$ cat src/rtl/ntsc_capture_write.sv
`default_nettype none
// ============================================================================
// Module   : ntsc_capture_write
// Purpose  : Packs horizontally adjacent decoded camera pixels (18-bit YCrCb)
//            into 36-bit frame-buffer words, even-x pixel in [17:0] and odd-x
//            pixel in [35:18]. Packed words are queued in a small FIFO and
//            written out through a request/done memory handshake that also
//            carries the (even x, y) address.
// Ports    : clk             - system clock, rising edge
//            rst_n           - asynchronous active-low reset
//            i_frame_start   - one-cycle pulse at start of a camera frame
//            i_pixel_valid   - pixel data/x/y valid this cycle
//            i_pixel_ycrcb   - {Y,Cr,Cb}, 6 bits each
//            i_pixel_x/y     - pixel column/row
//            i_done_ntsc     - memory side committed the current write
//            o_ntsc_flag     - write request
//            o_ntsc_pixel    - write data
//            o_ntsc_hcount   - write column (even x)
//            o_ntsc_vcount   - write row
//            o_fifo_count    - FIFO occupancy, 0..FIFO_DEPTH
//            o_overflow      - sticky: a packed word was dropped
//            o_drop_count    - dropped words, saturating at 255
// Revision : 1.0 - initial release
// ============================================================================
module ntsc_capture_write #(
  parameter int FIFO_DEPTH = 4,
  parameter int LOG_FIFO   = 2,
  parameter int H_ACTIVE   = 640,
  parameter int V_ACTIVE   = 480
) (
  input  logic                clk,
  input  logic                rst_n,
  input  logic                i_frame_start,
  input  logic                i_pixel_valid,
  input  logic [17:0]         i_pixel_ycrcb,
  input  logic [9:0]          i_pixel_x,
  input  logic [9:0]          i_pixel_y,
  input  logic                i_done_ntsc,
  output logic                o_ntsc_flag,
  output logic [35:0]         o_ntsc_pixel,
  output logic [9:0]          o_ntsc_hcount,
  output logic [9:0]          o_ntsc_vcount,
  output logic [LOG_FIFO:0]   o_fifo_count,
  output logic                o_overflow,
  output logic [7:0]          o_drop_count
);

  localparam logic [10:0]       c_H_ACTIVE = 11'(H_ACTIVE);
  localparam logic [10:0]       c_V_ACTIVE = 11'(V_ACTIVE);
  localparam logic [LOG_FIFO:0] c_DEPTH    = (LOG_FIFO+1)'(FIFO_DEPTH);

  typedef enum logic [0:0] {
    S_IDLE = 1'b0,
    S_REQ  = 1'b1
  } state_t;

  // --------------------------------------------------------------------------
  // Pixel filter and pairing
  // --------------------------------------------------------------------------
  logic        w_accept;
  logic        w_pair;
  logic [9:0]  w_half_x_p1;

  logic        r_half_valid;
  logic [17:0] r_half_data;
  logic [9:0]  r_half_x;
  logic [9:0]  r_half_y;

  logic        r_word_valid;
  logic [35:0] r_word_data;
  logic [9:0]  r_word_x;
  logic [9:0]  r_word_y;

  assign w_accept    = i_pixel_valid &&
                       ({1'b0, i_pixel_x} < c_H_ACTIVE) &&
                       ({1'b0, i_pixel_y} < c_V_ACTIVE);
  assign w_half_x_p1 = r_half_x + 10'd1;
  // A frame_start in the same cycle as an odd pixel breaks the pair: the
  // stored even half belongs to the previous frame.
  assign w_pair      = w_accept && i_pixel_x[0] && r_half_valid && !i_frame_start &&
                       (r_half_y == i_pixel_y) && (w_half_x_p1 == i_pixel_x);

  always_ff @(posedge clk or negedge rst_n) begin
    if (!rst_n) begin
      r_half_valid <= 1'b0;
      r_half_data  <= '0;
      r_half_x     <= '0;
      r_half_y     <= '0;
    end else if (w_accept && !i_pixel_x[0]) begin
      // An even pixel always wins, even over a coincident frame_start.
      r_half_valid <= 1'b1;
      r_half_data  <= i_pixel_ycrcb;
      r_half_x     <= i_pixel_x;
      r_half_y     <= i_pixel_y;
    end else if (i_frame_start || (w_accept && i_pixel_x[0])) begin
      r_half_valid <= 1'b0;
    end
  end

  // One-stage word register: the FIFO push happens on the edge after pairing.
  always_ff @(posedge clk or negedge rst_n) begin
    if (!rst_n) begin
      r_word_valid <= 1'b0;
      r_word_data  <= '0;
      r_word_x     <= '0;
      r_word_y     <= '0;
    end else begin
      r_word_valid <= w_pair;
      if (w_pair) begin
        r_word_data <= {i_pixel_ycrcb, r_half_data};
        r_word_x    <= r_half_x;
        r_word_y    <= r_half_y;
      end
    end
  end

  // --------------------------------------------------------------------------
  // Word FIFO: entry = {y, x, data}
  // --------------------------------------------------------------------------
  logic [55:0]         r_mem [FIFO_DEPTH];
  logic [LOG_FIFO-1:0] r_wr_ptr;
  logic [LOG_FIFO-1:0] r_rd_ptr;
  logic [LOG_FIFO:0]   r_count;
  logic                w_full;
  logic                w_push;
  logic                w_drop;
  logic                w_pop;
  logic                w_load;
  logic [55:0]         w_head;

  assign w_full = (r_count == c_DEPTH);
  // A pop in the same cycle frees the slot, so a full FIFO can still accept.
  assign w_push = r_word_valid && (!w_full || w_pop);
  assign w_drop = r_word_valid && w_full && !w_pop;
  assign w_head = r_mem[r_rd_ptr];

  always_ff @(posedge clk) begin
    if (w_push) begin
      r_mem[r_wr_ptr] <= {r_word_y, r_word_x, r_word_data};
    end
  end

  always_ff @(posedge clk or negedge rst_n) begin
    if (!rst_n) begin
      r_wr_ptr <= '0;
      r_rd_ptr <= '0;
      r_count  <= '0;
    end else begin
      if (w_push) begin
        r_wr_ptr <= r_wr_ptr + 1'b1;
      end
      if (w_pop) begin
        r_rd_ptr <= r_rd_ptr + 1'b1;
      end
      case ({w_push, w_pop})
        2'b10:   r_count <= r_count + 1'b1;
        2'b01:   r_count <= r_count - 1'b1;
        default: r_count <= r_count;
      endcase
    end
  end

  always_ff @(posedge clk or negedge rst_n) begin
    if (!rst_n) begin
      o_overflow   <= 1'b0;
      o_drop_count <= '0;
    end else if (w_drop) begin
      o_overflow <= 1'b1;
      if (o_drop_count != 8'hFF) begin
        o_drop_count <= o_drop_count + 8'd1;
      end
    end
  end

  assign o_fifo_count = r_count;

  // --------------------------------------------------------------------------
  // Write-request FSM. The head word stays in the FIFO while it is being
  // written and is only popped on done, so occupancy includes it.
  // --------------------------------------------------------------------------
  state_t r_state;
  state_t w_next;

  always_ff @(posedge clk or negedge rst_n) begin
    if (!rst_n) begin
      r_state <= S_IDLE;
    end else begin
      r_state <= w_next;
    end
  end

  always_comb begin
    w_next = r_state;
    w_load = 1'b0;
    w_pop  = 1'b0;
    case (r_state)
      S_IDLE: begin
        if (r_count != '0) begin
          w_load = 1'b1;
          w_next = S_REQ;
        end
      end
      S_REQ: begin
        if (i_done_ntsc) begin
          w_pop  = 1'b1;
          w_next = S_IDLE;
        end
      end
      default: w_next = S_IDLE;
    endcase
  end

  always_ff @(posedge clk or negedge rst_n) begin
    if (!rst_n) begin
      o_ntsc_flag   <= 1'b0;
      o_ntsc_pixel  <= '0;
      o_ntsc_hcount <= '0;
      o_ntsc_vcount <= '0;
    end else if (w_load) begin
      o_ntsc_flag   <= 1'b1;
      o_ntsc_pixel  <= w_head[35:0];
      o_ntsc_hcount <= w_head[45:36];
      o_ntsc_vcount <= w_head[55:46];
    end else if (w_pop) begin
      o_ntsc_flag <= 1'b0;
    end
  end

endmodule
`default_nettype wire

$ cat config.mk
export PLATFORM = sky130hd
export DESIGN_NAME = ntsc_capture_write
export DESIGN_NICKNAME = d
export VERILOG_FILES = /design/src/rtl/ntsc_capture_write.sv
export SDC_FILE = /design/constraint.sdc
export NUM_CORES = 1
export LEC_CHECK = 0
export CORE_ASPECT_RATIO = 0.75
export CORE_MARGIN = 2
export CORE_UTILIZATION = 30
export DETAILED_ROUTE_END_ITERATION = 7
export PLACE_DENSITY = 0.57
export SETUP_SLACK_MARGIN = 0.4
export SLEW_MARGIN = 20
export SYNTH_ARGS = -nofsm -noshare
export SYNTH_HDL_FRONTEND = slang
export SYNTH_SLANG_ARGS = --single-unit
$ cat constraint.sdc
create_clock -name clk -period 4.25 [get_ports clk]
set_clock_uncertainty 0.15 [all_clocks]
set_input_delay 0.85 -clock clk [delete_from_list [all_inputs] [get_ports clk]]
set_output_delay 0.85 -clock clk [all_outputs]
set_load 0.01 [all_outputs]
# == After elaboration in Yosys (flattened, before gate mapping) ==
# Memory sizes are Yosys's and may differ from the RTL's. A register that Yosys moved wholly into a read port is not among the register bits.
# Cells that the tools add are included.
# classes
mul,0
div_mod_pow,0
eq_ne,6
muxes,13
bitwise,1
addsub,6
n_shift,0
magnitude_cmp,2
n_reduce_logical,23
# ops
op,count
$eq A10 B10 Y1,2
$logic_and A1 B1 Y1,11
$mux W1,11
$add A10 B1 Y10 const B,1
$lt A10 B10 Y1 const B,1
$lt A10 B9 Y1 const B,1
$add A8 B1 Y8 const B,1
$ne A8 B8 Y1 const B,1
$pmux W3 S2,1
$reduce_bool A2 Y1,3
$logic_not A1 Y1,5
$add A2 B1 Y2 const B,2
$add A3 B1 Y3 const B,1
$eq A3 B3 Y1 const B,1
$reduce_bool A3 Y1,1
$sub A3 B1 Y3 const B,1
$eq A2 B1 Y1 const B,1
$eq A2 B2 Y1 const B,1
$logic_or A1 B1 Y1,2
$pmux W1 S2,1
$reduce_and A2 Y1,1
$not A1 Y1,1
# totals
reg_bits,114
ram_bits,224
inputBits,43
n_memories,1
latch_bits,0
wordCells,67
rom_bits,0
# memory_table
memory,depth,width,rd,rd_ports_with_merged_regs,wr,line,text
r_mem,4,56,1,1,1,120,logic [55:0] r_mem [FIFO_DEPTH];

# == Logic depth before layout (Yosys ltp) ==
# depth
ltp_word,8
mapped_depth,10
depth_no_buf,10

# == Worst setup path before layout ==
# No wires, ideal clock.
# synth_timing
path_type,input -> register
startpoint,in i_done_ntsc
endpoint,mem r_mem[0][0] (enable)
n_path_buf,0
slack_ps,1209
setup_ps,420
stages,3
t_required_ps,3680
t_arrival_ps,2471
path_cell_list,nand2_1 nand3_1 and3_1
# synth_between
elab_chain_len,6
# synth_lines
item,line,text
from (decl),38,"input logic i_done_ntsc,"
$mux W1,204,if (i_done_ntsc) begin
$mux W1,196,case (r_state)
$logic_or A1 B1 Y1,133,assign w_push = r_word_valid && (!w_full || w_pop);
$logic_and A1 B1 Y1,133,
$mux W1,138,if (w_push) begin
$mux W1 (implied by the code),139,"r_mem[r_wr_ptr] <= {r_word_y, r_word_x, r_word_data};"
to (decl),120,
# No other way between the ends.

# == Worst setup path in the final report ==
# layout_timing
startpoint,in i_pixel_x[0]
endpoint,reg r_word_data[5]
# layout_between
elab_chain_len,8
# layout_lines
item,line,text
from (decl),36,"input logic [9:0] i_pixel_x,"
$lt A10 B10 Y1,75,"({1'b0, i_pixel_x} < c_H_ACTIVE) &&"
$logic_and A1 B1 Y1,74,assign w_accept = i_pixel_valid &&
$logic_and A1 B1 Y1,75,
$logic_and A1 B1 Y1 (4 in a row),80,assign w_pair = w_accept && i_pixel_x[0] && r_half_valid && !i_frame_start &&
$logic_and A1 B1 Y1 (*),81,(r_half_y == i_pixel_y) && (w_half_x_p1 == i_pixel_x);
to (signal assigned),110,"r_word_data <= {i_pixel_ycrcb, r_half_data};"
to (decl),70,logic [35:0] r_word_data;
# Mark *: on every way between the ends. The rest lies on a longest branch, timed or not.
# A chain may end at the register's enable or synchronous reset.

==> results.ini <==
[timing]
layout_worst_path_cycle_share=0.703
min_period_ns=2.99
worst_case_hold_slack_ns=0.217
finalSetupViolations=0
max-slew-margin-rel=0.357
final_max_slew_viol_count=0
tightest_slew_ns=0.965
accumulated_negative_setup_slack_ns=0
rsz0062_at_grt=false
max_freq_ghz=0.335
finalHoldViolations=0

[place]
hpwlAfterDp_um=17800
dp_cells=1510
io_buffer_count=111
gp_congestion=0.761

[synthesis]
syn-instance-count=760
register_area_share_after_synthesis=0.727
yosysTopAreaCell=sky130_fd_sc_hd__edfxtp_1
mappedNetlistNets=811
synth_most_common_cell=sky130_fd_sc_hd__edfxtp_1
synth_top_area_share=0.445
synthTopCellsByArea=sky130_fd_sc_hd__edfxtp_1 45%, sky130_fd_sc_hd__dfrtp_1 28%, sky130_fd_sc_hd__mux4_2 8.3%, sky130_fd_sc_hd__mux2_2 8.0%, sky130_fd_sc_hd__mux2_4 3.8%
synth.cells.most_frequent=224 x sky130_fd_sc_hd__edfxtp_1, 170 x sky130_fd_sc_hd__dfrtp_1, 108 x sky130_fd_sc_hd__mux2_2
average_cell_area_after_synthesis_um2=19.9
synth-main-ff-cell=sky130_fd_sc_hd__edfxtp_1
yosysUniqueCellTypes=41
yosys_warnings=0
synth_edf_count=224
synth_area_um2=15100
yosys_register_bits=394
synthArstFlopShare=0.431

[floorplanning]
fp.coreArea_um2=49900
fp.dieH_um=198
initial_core_util=0.303
dieWidth_um=263
num_rows=71
io-pin-count=112
dieArea_um2=52200

[global_route]
grt_antenna_before_repair=1
grt_overflow=0
grt.total_usage=0.118
grt_start_max_net_pins=88
grt_pass1_vias=7407
grt_first_pass_wirelength_um=46500

[hold_path]
worst_hold_path_type=primary input to asynchronous set/reset pin

[layout]
area_growth_syn_to_layout_pct=22.7
utilization=0.371
filler_cell_count=4590
drive_gt1_frac=0.308
final_net_count=949
diodes=0
final_cell_count_no_fill=1590

[worst_setup_path]
worst-r2r-setup-slack_ns=1.58
crit_chain=clkdlybuf4s50_1, nor4bb_1, o221ai_1, a2111oi_0, and4b_1, nand4_1, buf_12, mux2_4
cpMaxStageDelayCell=sky130_fd_sc_hd__clkdlybuf4s50_1
cp_data_required_time_ns=4.55
worstPathArrival_ns=3.28
crit_path_end_kind=register
cp.buffers_inverters=2
crit-reg2reg-launch=r_half_x[0]
crit_path_max_fanout=56
reg2regPathDepth=7
crit_family=buffers and inverters
worstSetupEndpoint=r_word_data[5]
timing.critical_path.slowest_cell_delay_ns=0.52
crit_type=primary input to register
cp-startpoint=i_pixel_x[0]
worstSetupStartpointType=primary input
worst-path-stages=8
worst_r2r_endpoint=r_word_data[5]

[routing]
drt-initial-drc-count=311
drc_markers=0
avgViaCountPerCell=4.44
finalWirelength_um=30000
first_pass_iters=4
wl_per_cell_um=18.9
detailroute.via_count=7058
postRouteAntennaNets=0

[clock_tree]
ctsLongestPathBuffers=3
cts_buf_count=43
ctsHtreeMaxLevel=2
post_cts_resized=0
cts_tree=yes
clock_insertion_delay_at_the_later_pin_of_the_skew_report_ns=0.57
clock_sink_count=394
path_clk_slew_ns=0.06
post_cts_buffers=0
cts_hold_buf=0
clock-root-buffer=sky130_fd_sc_hd__clkbuf_16

[power]
p_per_area_nw_per_um2=565
cellLeakagePower_nw=7.51
worst_supply_voltage_drop_on_vdd_mv=0.296

[run_status]
result_of_the_run=complete, no violations

[job]
max_cap_violations=0

[final cells by class]
| type | instances | area, µm² | share of cell area |
|---|---|---|---|
| Multi-Input combinational cell | 326 | 3980 | 0.214 |
| Tap cell | 657 | 822 | 0.0443 |
| Sequential cell | 394 | 11000 | 0.593 |
| Inverter | 10 | 37.5 | 0.00202 |
| Clock inverter | 19 | 186 | 0.0101 |
| Clock buffer | 61 | 1240 | 0.0667 |
| Timing Repair Buffer | 123 | 1290 | 0.0697 |
[power by group]
| part | internal, mW | leakage (nW) | switching (mW) | total (mW) |
|---|---|---|---|---|
| Clock | 2.22 | 0.693 | 1.51 | 3.72 |
| Combinational | 1.17 | 2.11 | 0.735 | 1.91 |
| Sequential | 4.40 | 4.71 | 0.458 | 4.85 |
[flip-flops by register name (all words and copies together), names as in the netlist, 2 cells and up]
signal,cells
r_wr_ptr,2
r_half_x,10
r_word_x,10
r_rd_ptr,2
r_mem,224
o_drop_count,8
r_half_data,18
r_word_y,10
r_half_y,10
o_ntsc_vcount,10
o_ntsc_pixel,36
r_word_data,36
o_ntsc_hcount,10
o_fifo_count,3
[metal layers]
layer / vias up / global-route usage / part of all wire
li1: 3231 / - / -
met1: 3666 / 0.165 / 0.48
met2: 117 / 0.176 / 0.45
met3: 44 / 0.0363 / 0.051
met4: 0 / 0.0317 / 0.019
met5: - / 0 / 0
[placed cells by master, fill, tap and decap left out, types with 4 or more instances in the layout]
master | Yosys | layout
sky130_fd_sc_hd__clkbuf_8 | 0 | 6
sky130_fd_sc_hd__xnor2_1 | 26 | 26
sky130_fd_sc_hd__nand4_1 | 7 | 7
sky130_fd_sc_hd__buf_4 | 1 | 5
sky130_fd_sc_hd__edfxtp_1 | 224 | 224
sky130_fd_sc_hd__mux4_2 | 56 | 56
sky130_fd_sc_hd__buf_12 | 0 | 7
sky130_fd_sc_hd__and3_4 | 0 | 4
sky130_fd_sc_hd__inv_1 | 10 | 10
sky130_fd_sc_hd__clkbuf_16 | 0 | 45
sky130_fd_sc_hd__mux2_2 | 108 | 108
sky130_fd_sc_hd__o21ai_0 | 7 | 7
sky130_fd_sc_hd__dfrtp_1 | 170 | 168
sky130_fd_sc_hd__nand2_1 | 11 | 11
sky130_fd_sc_hd__clkinv_2 | 0 | 6
sky130_fd_sc_hd__nand3_1 | 7 | 7
sky130_fd_sc_hd__xor2_1 | 10 | 10
sky130_fd_sc_hd__clkinv_1 | 0 | 6
sky130_fd_sc_hd__nor2_1 | 7 | 5
sky130_fd_sc_hd__clkbuf_1 | 15 | 11
sky130_fd_sc_hd__and2_1 | 4 | 4
sky130_fd_sc_hd__ha_1 | 7 | 7
sky130_fd_sc_hd__mux2_4 | 38 | 38
sky130_fd_sc_hd__clkdlybuf4s50_1 | 0 | 110
[through the flow]
stage / setup WS (ns) / total power [mW] / area, µm²
after global placement: 0.687 / 6.88 / 17100
after CTS: 1.30 / 10.7 / 18500
after global routing: 1.01 / 11.0 / 18500
after floorplan: 1.21 / 5.86 / 15100
final: 1.26 / 10.5 / 18500
after detailed placement: 0.708 / 6.90 / 17100
[kinds of logic after synthesis]
logic type / after synthesis / synth area share
compound gates: 16 / 0.00646
flops: 394 / 0.727
buf+inv: 40 / 0.0125
mux: 204 / 0.203
simple gates: 62 / 0.0233
fa+ha+maj: 8 / 0.00712
xor+xnor: 36 / 0.0209
[worst min-delay path by stage]
stage                            from               end  depth (start not counted)
after floorplan           r_word_x[0]      r_mem[0][36]                          0
after global placement     o_overflow        o_overflow                          1
after detailed placement   o_overflow        o_overflow                          1
after CTS                       rst_n  o_ntsc_pixel[22]                          1
after global routing            rst_n  o_ntsc_pixel[25]                          1
final                           rst_n  o_ntsc_pixel[22]                          1
Power figures use the tool's default switching activity.
